File: config.mk
export PLATFORM = sky130hd
export DESIGN_NAME = usb_fs_tx_phy
export DESIGN_NICKNAME = d
export VERILOG_FILES = /design/src/rtl/usb_fs_tx_phy.sv
export SDC_FILE = /design/constraint.sdc
export NUM_CORES = 1
export LEC_CHECK = 0
export CORE_MARGIN = 8
export CORE_UTILIZATION = 50
export DETAILED_ROUTE_END_ITERATION = 8
export PLACE_DENSITY = 0.71
export SYNTH_ARGS = -nofsm -noshare
export SYNTH_HDL_FRONTEND = slang
export SYNTH_SLANG_ARGS = --single-unit
File: constraint.sdc
create_clock -name clk -period 3.5 [get_ports clk]
set_clock_uncertainty 0.2 [all_clocks]
set_input_delay 0.7 -clock clk [delete_from_list [all_inputs] [get_ports clk]]
set_output_delay 0.7 -clock clk [all_outputs]
set_load 0.01 [all_outputs]
File: src/rtl/usb_fs_tx_phy.sv
// Full-speed USB transmit line driver: SYNC, LSB-first serialisation, bit stuffing,
// NRZI encoding and EOP onto the D+/D- pins, fed by a one-byte hold buffer.
module usb_fs_tx_phy #(
  parameter int CLK_PER_BIT = 4
) (
  input  logic       clk,
  input  logic       rst_n,
  input  logic       tx_valid_i,
  input  logic [7:0] tx_data_i,
  input  logic       tx_last_i,
  output logic       tx_ready_o,
  output logic       tx_busy_o,
  output logic       tx_err_o,
  output logic       usb_dp_tx_o,
  output logic       usb_dn_tx_o,
  output logic       usb_dp_en_o,
  output logic       usb_dn_en_o
);

  localparam int CW = (CLK_PER_BIT > 2) ? $clog2(CLK_PER_BIT) : 1;

  typedef enum logic [1:0] {IDLE, SYNC, DATA, EOP} state_t;

  state_t        state;
  logic [CW-1:0] cnt;
  logic [7:0]    hold_data;
  logic          hold_valid;
  logic          hold_last;
  logic [7:0]    shift;
  logic [3:0]    bit_cnt;
  logic          cur_last;
  logic          last_seen;
  logic [2:0]    ones;
  logic [1:0]    eop_cnt;
  logic          level;
  logic          line_dp;
  logic          line_dn;
  logic          line_en;
  logic          busy;
  logic          err;

  logic handshake;
  logic bit_end;
  logic data_bit;
  logic next_level;

  assign tx_ready_o  = ~hold_valid & ~last_seen;
  assign handshake   = tx_valid_i & tx_ready_o;
  assign bit_end     = (cnt == CW'(CLK_PER_BIT - 1));
  assign tx_busy_o   = busy;
  assign tx_err_o    = err;
  assign usb_dp_tx_o = line_dp;
  assign usb_dn_tx_o = line_dn;
  assign usb_dp_en_o = line_en;
  assign usb_dn_en_o = line_en;

  // Next bit to put on the line: stuff bit, current shift bit, or first bit of the hold byte.
  // In IDLE this is bit 0 of the SYNC pattern 8'h80.
  always_comb begin
    // NOTE: every always_comb output gets a default first so no latch is inferred.
    data_bit = 1'b0;
    if (state != IDLE) begin
      if (ones == 3'd6)          data_bit = 1'b0;
      else if (bit_cnt != 4'd8)  data_bit = shift[0];
      else                       data_bit = hold_data[0];
    end
  end

  // NRZI: a 0 toggles the line level, a 1 holds it.
  assign next_level = data_bit ? level : ~level;

  // NOTE: all state updates use non-blocking assignments; reset is synchronous and
  // clears every register, hold data included, so a reset never leaves stale bytes behind.
  always_ff @(posedge clk) begin
    if (!rst_n) begin
      state      <= IDLE;
      cnt        <= '0;
      hold_data  <= '0;
      hold_valid <= 1'b0;
      hold_last  <= 1'b0;
      shift      <= '0;
      bit_cnt    <= '0;
      cur_last   <= 1'b0;
      last_seen  <= 1'b0;
      ones       <= '0;
      eop_cnt    <= '0;
      level      <= 1'b1;
      line_dp    <= 1'b1;
      line_dn    <= 1'b0;
      line_en    <= 1'b0;
      busy       <= 1'b0;
      err        <= 1'b0;
    end else begin
      err <= 1'b0;
      if (handshake) begin
        hold_data  <= tx_data_i;
        hold_valid <= 1'b1;
        hold_last  <= tx_last_i;
        if (tx_last_i) last_seen <= 1'b1;
      end
      unique case (state)
        IDLE: begin
          if (handshake) begin
            state   <= SYNC;
            line_en <= 1'b1;
            busy    <= 1'b1;
            cnt     <= '0;
            shift   <= 8'h40;
            bit_cnt <= 4'd1;
            ones    <= '0;
            level   <= next_level;
            line_dp <= next_level;
            line_dn <= ~next_level;
          end
        end
        SYNC, DATA: begin
          if (bit_end) begin
            cnt <= '0;
            if (ones == 3'd6) begin
              // Stuffed 0: the shift register holds its position for this bit.
              ones    <= '0;
              level   <= next_level;
              line_dp <= next_level;
              line_dn <= ~next_level;
            end else if (bit_cnt != 4'd8) begin
              shift   <= {1'b0, shift[7:1]};
              bit_cnt <= bit_cnt + 4'd1;
              ones    <= data_bit ? ones + 3'd1 : 3'd0;
              level   <= next_level;
              line_dp <= next_level;
              line_dn <= ~next_level;
            end else if (hold_valid) begin
              shift      <= {1'b0, hold_data[7:1]};
              bit_cnt    <= 4'd1;
              cur_last   <= hold_last;
              hold_valid <= 1'b0;
              state      <= DATA;
              ones       <= data_bit ? ones + 3'd1 : 3'd0;
              level      <= next_level;
              line_dp    <= next_level;
              line_dn    <= ~next_level;
            end else begin
              // Byte boundary with nothing queued: normal end, or underrun if no last byte.
              state   <= EOP;
              eop_cnt <= '0;
              line_dp <= 1'b0;
              line_dn <= 1'b0;
              if (!cur_last) begin
                err       <= 1'b1;
                last_seen <= 1'b1;
              end
            end
          end else begin
            cnt <= cnt + 1'b1;
          end
        end
        EOP: begin
          if (bit_end) begin
            cnt <= '0;
            unique case (eop_cnt)
              2'd0: eop_cnt <= 2'd1;
              2'd1: begin
                eop_cnt <= 2'd2;
                line_dp <= 1'b1;
                line_dn <= 1'b0;
              end
              default: begin
                state     <= IDLE;
                line_en   <= 1'b0;
                busy      <= 1'b0;
                last_seen <= 1'b0;
                cur_last  <= 1'b0;
                eop_cnt   <= '0;
                ones      <= '0;
                bit_cnt   <= '0;
                level     <= 1'b1;
              end
            endcase
          end else begin
            cnt <= cnt + 1'b1;
          end
        end
        default: state <= IDLE;
      endcase
    end
  end

endmodule

==> summary.txt, run 1 <==
Status
  • Outcome: complete, no violations

Global route
  • All-layer global routing usage: 15.3%
  • Antenna violations before repair: 0
  • Vias in the first global route: 1612
  • Total gr overflow: 0
  • First-pass GRT wire length: 7600 um
  • Largest net degree at the start of global routing: 18

Clocking
  • TritonCTS Sinks: 37
  • Root buffer cell: clkbuf_8
  • TritonCTS clock tree: yes
  • PostCTS Resize Cnt: 0
  • Clock Path Buffers: 2
  • CTS H-tree depth: 2
  • Clk slew on worst S/H paths: 0.07 ns
  • Later-pin clock latency in the skew report: 0.30 ns
  • Setup bufs post-CTS: 0
  • CTS Hold Bufs: 0
  • Total CTS buffers: 5

Drt
  • DR pass1 iterations: 4
  • Initial DRC count: 93
  • Vias per cell: 5.57
  • Final ANT Viol Nets: 0
  • Drt total wl: 4250 um
  • Avg WL per Cell: 13.9 um
  • Remaining DRCs: 0
  • Vias: 1700

Setup path
  • Delay-heaviest family, CP: simple AND/OR/NAND/NOR gates
  • Worst path slowest cell: or4_1
  • CP Buf/Inv Count: 1
  • Worst EP arrival: 2.80 ns
  • Crit path cell chain: clkdlybuf4s50_1 -> or3b_4 -> a21oi_2 -> nand3_2 -> or4_1 -> a21oi_1
  • CP endpoint kind: flip-flop
  • CP required: 3.53 ns
  • Crit Path Max Fanout: 12
  • Crit start category: input port
  • Crit path largest cell delay: 0.54 ns
  • CP Class: in2reg

Timing
  • Final setup viols: 0
  • Final hold vios: 0
  • Rel. slew slack: 67.0%
  • Fin crit share: 79.2%
  • TNS Setup: 0 ns
  • Slew @ Worst Pin: 0.494 ns
  • RSZ-0062 raised after global routing: no
  • Slew Limit Fails: 0
  • Min Tclk post-route: 2.77 ns
  • F_max: 361 MHz

Synth
  • Avg Synthesized Cell Area: 7.98 um^2
  • Post-synth cell types: 42
  • #FFs+latches synth: 37
  • Synth Cell Area: 0.00191 mm^2
  • Mapped Cells: 240
  • Sequential share of the synthesized area: 38.7%
  • Syn Nets: 260
  • Yosys warns: 0

Pwr
  • Sw Share: 31.9%
  • Peak supply drop: 0.273 mV
  • Clock power share: 28.2%
  • Psw: 0.336 mW
  • Gate power share: 26.5%
  • Leak: 0.802 nW
  • Seq pwr share: 45.3%
  • Internal: 0.720 mW
  • Power per cell area: 479 mW/mm^2

Cells and area
  • Layout area overhead: 15.3%
  • Final instance area: 0.00221 mm^2
  • Layout cells sized above 1: 7.78%
  • Fill cell count: 355
  • Final net count: 276
  • Antenna Cells: 0

Placed design
  • DP Area: 0.00212 mm^2
  • Gpl congestion: 0.807
  • Detailed Place HPWL: 3030 um
  • PortBufs: 18

Die
  • Die height: 77.9 um
  • Starting density of the core: 52.3%
  • Die area: 0.00606 mm^2
  • Row count: 22
  • Die Wd: 77.9 um
  • Area of the core: 0.00366 mm^2
  • I/O pins: 19

Flow run
  • Max_cap viols: 0

Hold path
  • Class of the worst hold path: reg2reg
[cell families (layout without fill, tap and decap cells)]
group,after synthesis,after routing,synth area share [%]
AND/OR/NAND/NOR,115,115,30.1
AO/OA/AOI/OAI,55,55,19.0
flip-flops,37,37,38.7
buffers and inverters,22,39,5.49
adder cells (fa/ha/maj),8,8,5.23
multiplexers,2,2,1.05
XOR/XNOR,1,1,0.458
[worst paths after layout]
kind / from / end / slack [ns] / cells past startpoint
worst max-delay path: tx_valid_i / bit_cnt[2] / 0.73 / 6
worst min-delay path: hold_data[7] / hold_data[7] / 0.27 / 2
worst max register to register: state[0] / bit_cnt[2] / 0.90 / 8
worst min register to register: hold_data[7] / hold_data[7] / 0.27 / 2
[area by class of cell]
class	instances	area [um^2]	share of cell area, %
Tap cell	48	60.1	2.72
Timing Repair Buffer	24	225	10.2
Sequential cell	37	741	33.6
Inverter	7	26.3	1.19
Multi-Input combinational cell	181	1070	48.4
Clock buffer	5	68.8	3.12
Clock inverter	3	17.5	0.794
[flip-flops by register name (all words and copies together), names as in the netlist]
name         count
bit_cnt          4
cnt              2
cur_last         1
eop_cnt          2
hold_data        8
hold_last        1
hold_valid       1
last_seen        1
level            1
ones             3
shift            7
state            2
tx_busy_o        1
tx_err_o         1
usb_dn_tx_o      1
usb_dp_tx_o      1
[worst reg2reg max path: stages (launching register included)]
cell	delay (ns)
dfxtp_1	0.33
inv_1	0.07
ha_1	0.50
o21ba_2	0.31
a21oi_1	0.11
buf_4	0.15
nand3_2	0.15
or4_1	0.54
a21oi_1	0.15
[cells in the final DEF (no fill, tap or decap), drive strengths merged, types with 5 or more instances in the layout]
cell	instances
nand2b	9
dfxtp	37
nor2	13
buf	6
a21oi	31
clkbuf	5
inv	7
nand2	50
clkdlybuf4s50	18
nand3	10
nor3	7
ha	8
o21ai	7
[metrics by stage]
| step | setup WS (ns) | cells | hold slack (ns) | power (mW) | utilization [%] |
|---|---|---|---|---|---|
| 2_1_floorplan | 1.06 | 240 | 0.220 | 0.690 | - |
| 3_3_place_gp | 0.482 | 297 | 0.245 | 0.764 | 57.9 |
| 3_5_place_dp | 0.425 | 297 | 0.254 | 0.768 | 57.9 |
| 4_1_cts | 0.735 | 305 | 0.265 | 1.06 | 60.3 |
| 5_1_grt | 0.589 | 305 | 0.298 | 1.12 | 60.3 |
| 6_report | 0.728 | 305 | 0.267 | 1.06 | 60.3 |
[Yosys cell counts, drive strengths merged]
master    n  area (um^2)
nand2    50          188
dfxtp    37          741
a21oi    31          159
nor2     13         48.8
clkbuf   11         41.3
nand3    10         55.1
nand2b    9         56.3
ha        8          100
inv       7         26.3
nor3      7         35.0
o21ai     7         35.0
buf       4         37.5
nand3b    4         30.0
nor4      4         25.0
o21a      4         30.0
and2      3         18.8
nand4b    3         26.3
nor3b     3         22.5
a221oi    2         17.5
a311oi    2         23.8
and3b     2         17.5
mux2i     2         20.0
or4       2         15.0
a2111oi   1         27.5
a211o     1         8.76
a311o     1         10.0
a32o      1         10.0
a41oi     1         8.76
and3      1         6.26
nor2b     1         6.26
nor4b     1         8.76
o211ai    1         7.51
o21ba     1         10.0
o22ai     1         6.26
o32ai     1         8.76
or3       1         6.26
or3b      1         11.3
xor2      1         8.76
[power by group through the flow]
stage | Combinational (mW) | Sequential, mW | Clock [mW]
after global routing | 0.315 | 0.483 | 0.317
after floorplan | 0.204 | 0.486 | 0
final | 0.280 | 0.479 | 0.297
after CTS | 0.280 | 0.478 | 0.304
after detailed placement | 0.280 | 0.488 | 0
after global placement | 0.277 | 0.488 | 0
[layer usage]
layer,share of wire (%),up-vias,GRT usage [%]
li1,-,868,-
met1,50,791,20.1
met2,45,33,22.6
met3,4.2,8,4.84
met4,1.7,0,5.85
met5,0,-,0
Power figures use the tool's default switching activity.
==> run 2, diff against run 1 <==
==> constraint.sdc (replaced) <==
create_clock -name clk -period 2.7 [get_ports clk]
set_clock_uncertainty 0.2 [all_clocks]
set_input_delay 0.54 -clock clk [delete_from_list [all_inputs] [get_ports clk]]
set_output_delay 0.54 -clock clk [all_outputs]
set_load 0.01 [all_outputs]
==> summary.txt, run 2 (synthesized netlist as in run 1, its figures left out) <==
Cells and area
  • Final instance area: 0.00226 mm^2 (+2.4%)
  • Biggest register: hold_data
  • Most frequent cells in the layout: nand2_1 (50), dfxtp_1 (37), a21oi_1 (30)
  • Most common cell after layout, fill and taps aside: nand2_1
  • Final Non-Filler Cells: 311 (+2.0%)
  • Final Util: 61.8% (+1.5 points)
  • Max FFs per register: 8 (unchanged)
  • Layout area overhead: 18.1%
  • Final net count: 282 (+2.2%)
  • Antenna Cells: 0 (unchanged)
  • Top Registers: hold_data x8, shift x7, bit_cnt x4
  • Layout cells sized above 1: 9.51% (+1.7 points)

Drt
  • Drt total wl: 4200 um (-1.3%)
  • Vias per cell: 5.49 (-1.6%)
  • Remaining DRCs: 0 (unchanged)
  • DR pass1 iterations: 4 (unchanged)
  • Avg WL per Cell: 13.5 um (-3.2%)
  • Vias: 1706 (+0.35%)
  • Final ANT Viol Nets: 0 (unchanged)
  • Initial DRC count: 99 (+6.5%)

Clocking
  • CTS H-tree depth: 2 (unchanged)
  • TritonCTS Sinks: 37 (unchanged)
  • Total CTS buffers: 5 (unchanged)
  • Setup bufs post-CTS: 0 (unchanged)
  • TritonCTS clock tree: yes
  • Root buffer cell: clkbuf_8
  • Clock Path Buffers: 2 (unchanged)
  • PostCTS Resize Cnt: 0 (unchanged)
  • Later-pin clock latency in the skew report: 0.28 ns (-0.02 ns)
  • CTS Hold Bufs: 0 (unchanged)
  • Clk slew on worst S/H paths: 0.07 ns (about the same)

Global route
  • Vias in the first global route: 1651 (+2.4%)
  • All-layer global routing usage: 14.2% (-1.1 points)
  • Total gr overflow: 0 (unchanged)
  • Grt peak-use layer: met2
  • Grt met1 use: 17.5% (-2.6 points)
  • First-pass GRT wire length: 7250 um (-4.7%)
  • M2 GR Usage: 23.2% (+0.58 points)
  • Largest net degree at the start of global routing: 24 (+6)
  • Antenna violations before repair: 0 (unchanged)
  • GR Util met3: 3.92% (-0.92 points)

Setup path
  • Delay-heaviest family, CP: simple AND/OR/NAND/NOR gates
  • Worst EP arrival: 2.54 ns (-0.26 ns)
  • R2R Path Start: state[0]
  • Crit start category: input port
  • CP endpoint kind: flip-flop
  • CP Class: in2reg
  • Reg2Reg Capture Point: eop_cnt[0]
  • CP required: 2.72 ns (-0.81 ns)
  • Flop2flop setup slack: 0.36 ns (-0.54 ns)
  • Crit Path Max Fanout: 7 (-5)
  • Critical path depth: 6 (unchanged)
  • Crit path to: bit_cnt[2]
  • Crit path cell chain: clkdlybuf4s50_1 -> or3b_4 -> a21oi_2 -> nand3_2 -> or4_1 -> a21oi_1
  • CP Buf/Inv Count: 1 (unchanged)
  • Crit path largest cell delay: 0.53 ns (about the same)
  • Crit path from: tx_valid_i
  • Worst path slowest cell: or4_1
  • Reg2Reg Depth: 7 (-1)

Die
  • I/O pins: 19 (unchanged)
  • Starting density of the core: 52.3% (unchanged)
  • Row count: 22 (unchanged)
  • Die Wd: 77.9 um (unchanged)
  • Die area: 0.00606 mm^2 (unchanged)
  • Die height: 77.9 um (unchanged)
  • Area of the core: 0.00366 mm^2 (unchanged)

Timing
  • Slew Limit Fails: 0 (unchanged)
  • RSZ-0062 raised after global routing: no
  • Slew @ Worst Pin: 0.569 ns (+0.0744 ns)
  • Fin crit share: 93.5%
  • TNS Setup: 0 ns (unchanged)
  • Min Tclk post-route: 2.53 ns
  • F_max: 396 MHz
  • Hold WS: 0.259 ns (-0.00827 ns)
  • Final setup margin: 0.175 ns (-0.554 ns)
  • Final hold vios: 0 (unchanged)
  • Rel. slew slack: 62.0% (-5.0 points)
  • Final setup viols: 0 (unchanged)

Flow run
  • Max_cap viols: 0 (unchanged)

Pwr
  • Power per cell area: 610 mW/mm^2 (+27%)
  • Peak supply drop: 0.429 mV (+57%)
  • Total Power: 1.38 mW (+31%)
  • Leak: 0.836 nW (+4.3%)

Hold path
  • Class of the worst hold path: reg2reg
  • Min-delay src: hold_data[1]

Placed design
  • Detailed Place HPWL: 3030 um (+0.31%)
  • Gpl congestion: 0.799 (-0.99%)
  • Placed Cells: 303 (+2.0%)
  • Pre-CTS setup slack: -0.0987 ns (-0.524 ns)
  • DP Area: 0.00218 mm^2 (+2.7%)
  • PortBufs: 18 (unchanged)

Status
  • Outcome: complete, no violations
-- run 2: worst min path at each step --
| stage | to | slack (ns) | depth (start not counted) |
|---|---|---|---|
| CTS | hold_data[1] | 0.26 | 2 |
| global placement | hold_data[1] | 0.25 | 2 |
| global route | hold_data[0] | 0.28 | 2 |
| detailed placement | tx_err_o | 0.25 | 1 |
| floorplan | tx_err_o | 0.22 | 1 |
| finish | hold_data[1] | 0.26 | 2 |
-- run 2: worst min-delay path: stages (launching register included) --
cell,delay (ns)
dfxtp_1,0.31
nand2_1,0.05
a21oi_1,0.05
-- run 2: area by class of cell --
cell class	count	area, um^2
Multi-Input combinational cell	181	1070
Clock buffer	6	72.6
Timing Repair Buffer	30	283
Inverter	7	26.3
Clock inverter	2	10.0
Tap cell	48	60.1
Sequential cell	37	741
Fill cell	330	1400
-- run 2: metal layers --
layer	part of all wire, %	up-vias
met4	0.60	0
met2	45	27
met5	0	-
met3	4.0	2
li1	-	880
met1	51	797
-- run 2: report_power, final --
group | internal, mW | switching (mW)
sequential | 0.588 | 0.0299
clock | 0.179 | 0.193
combinational | 0.187 | 0.201
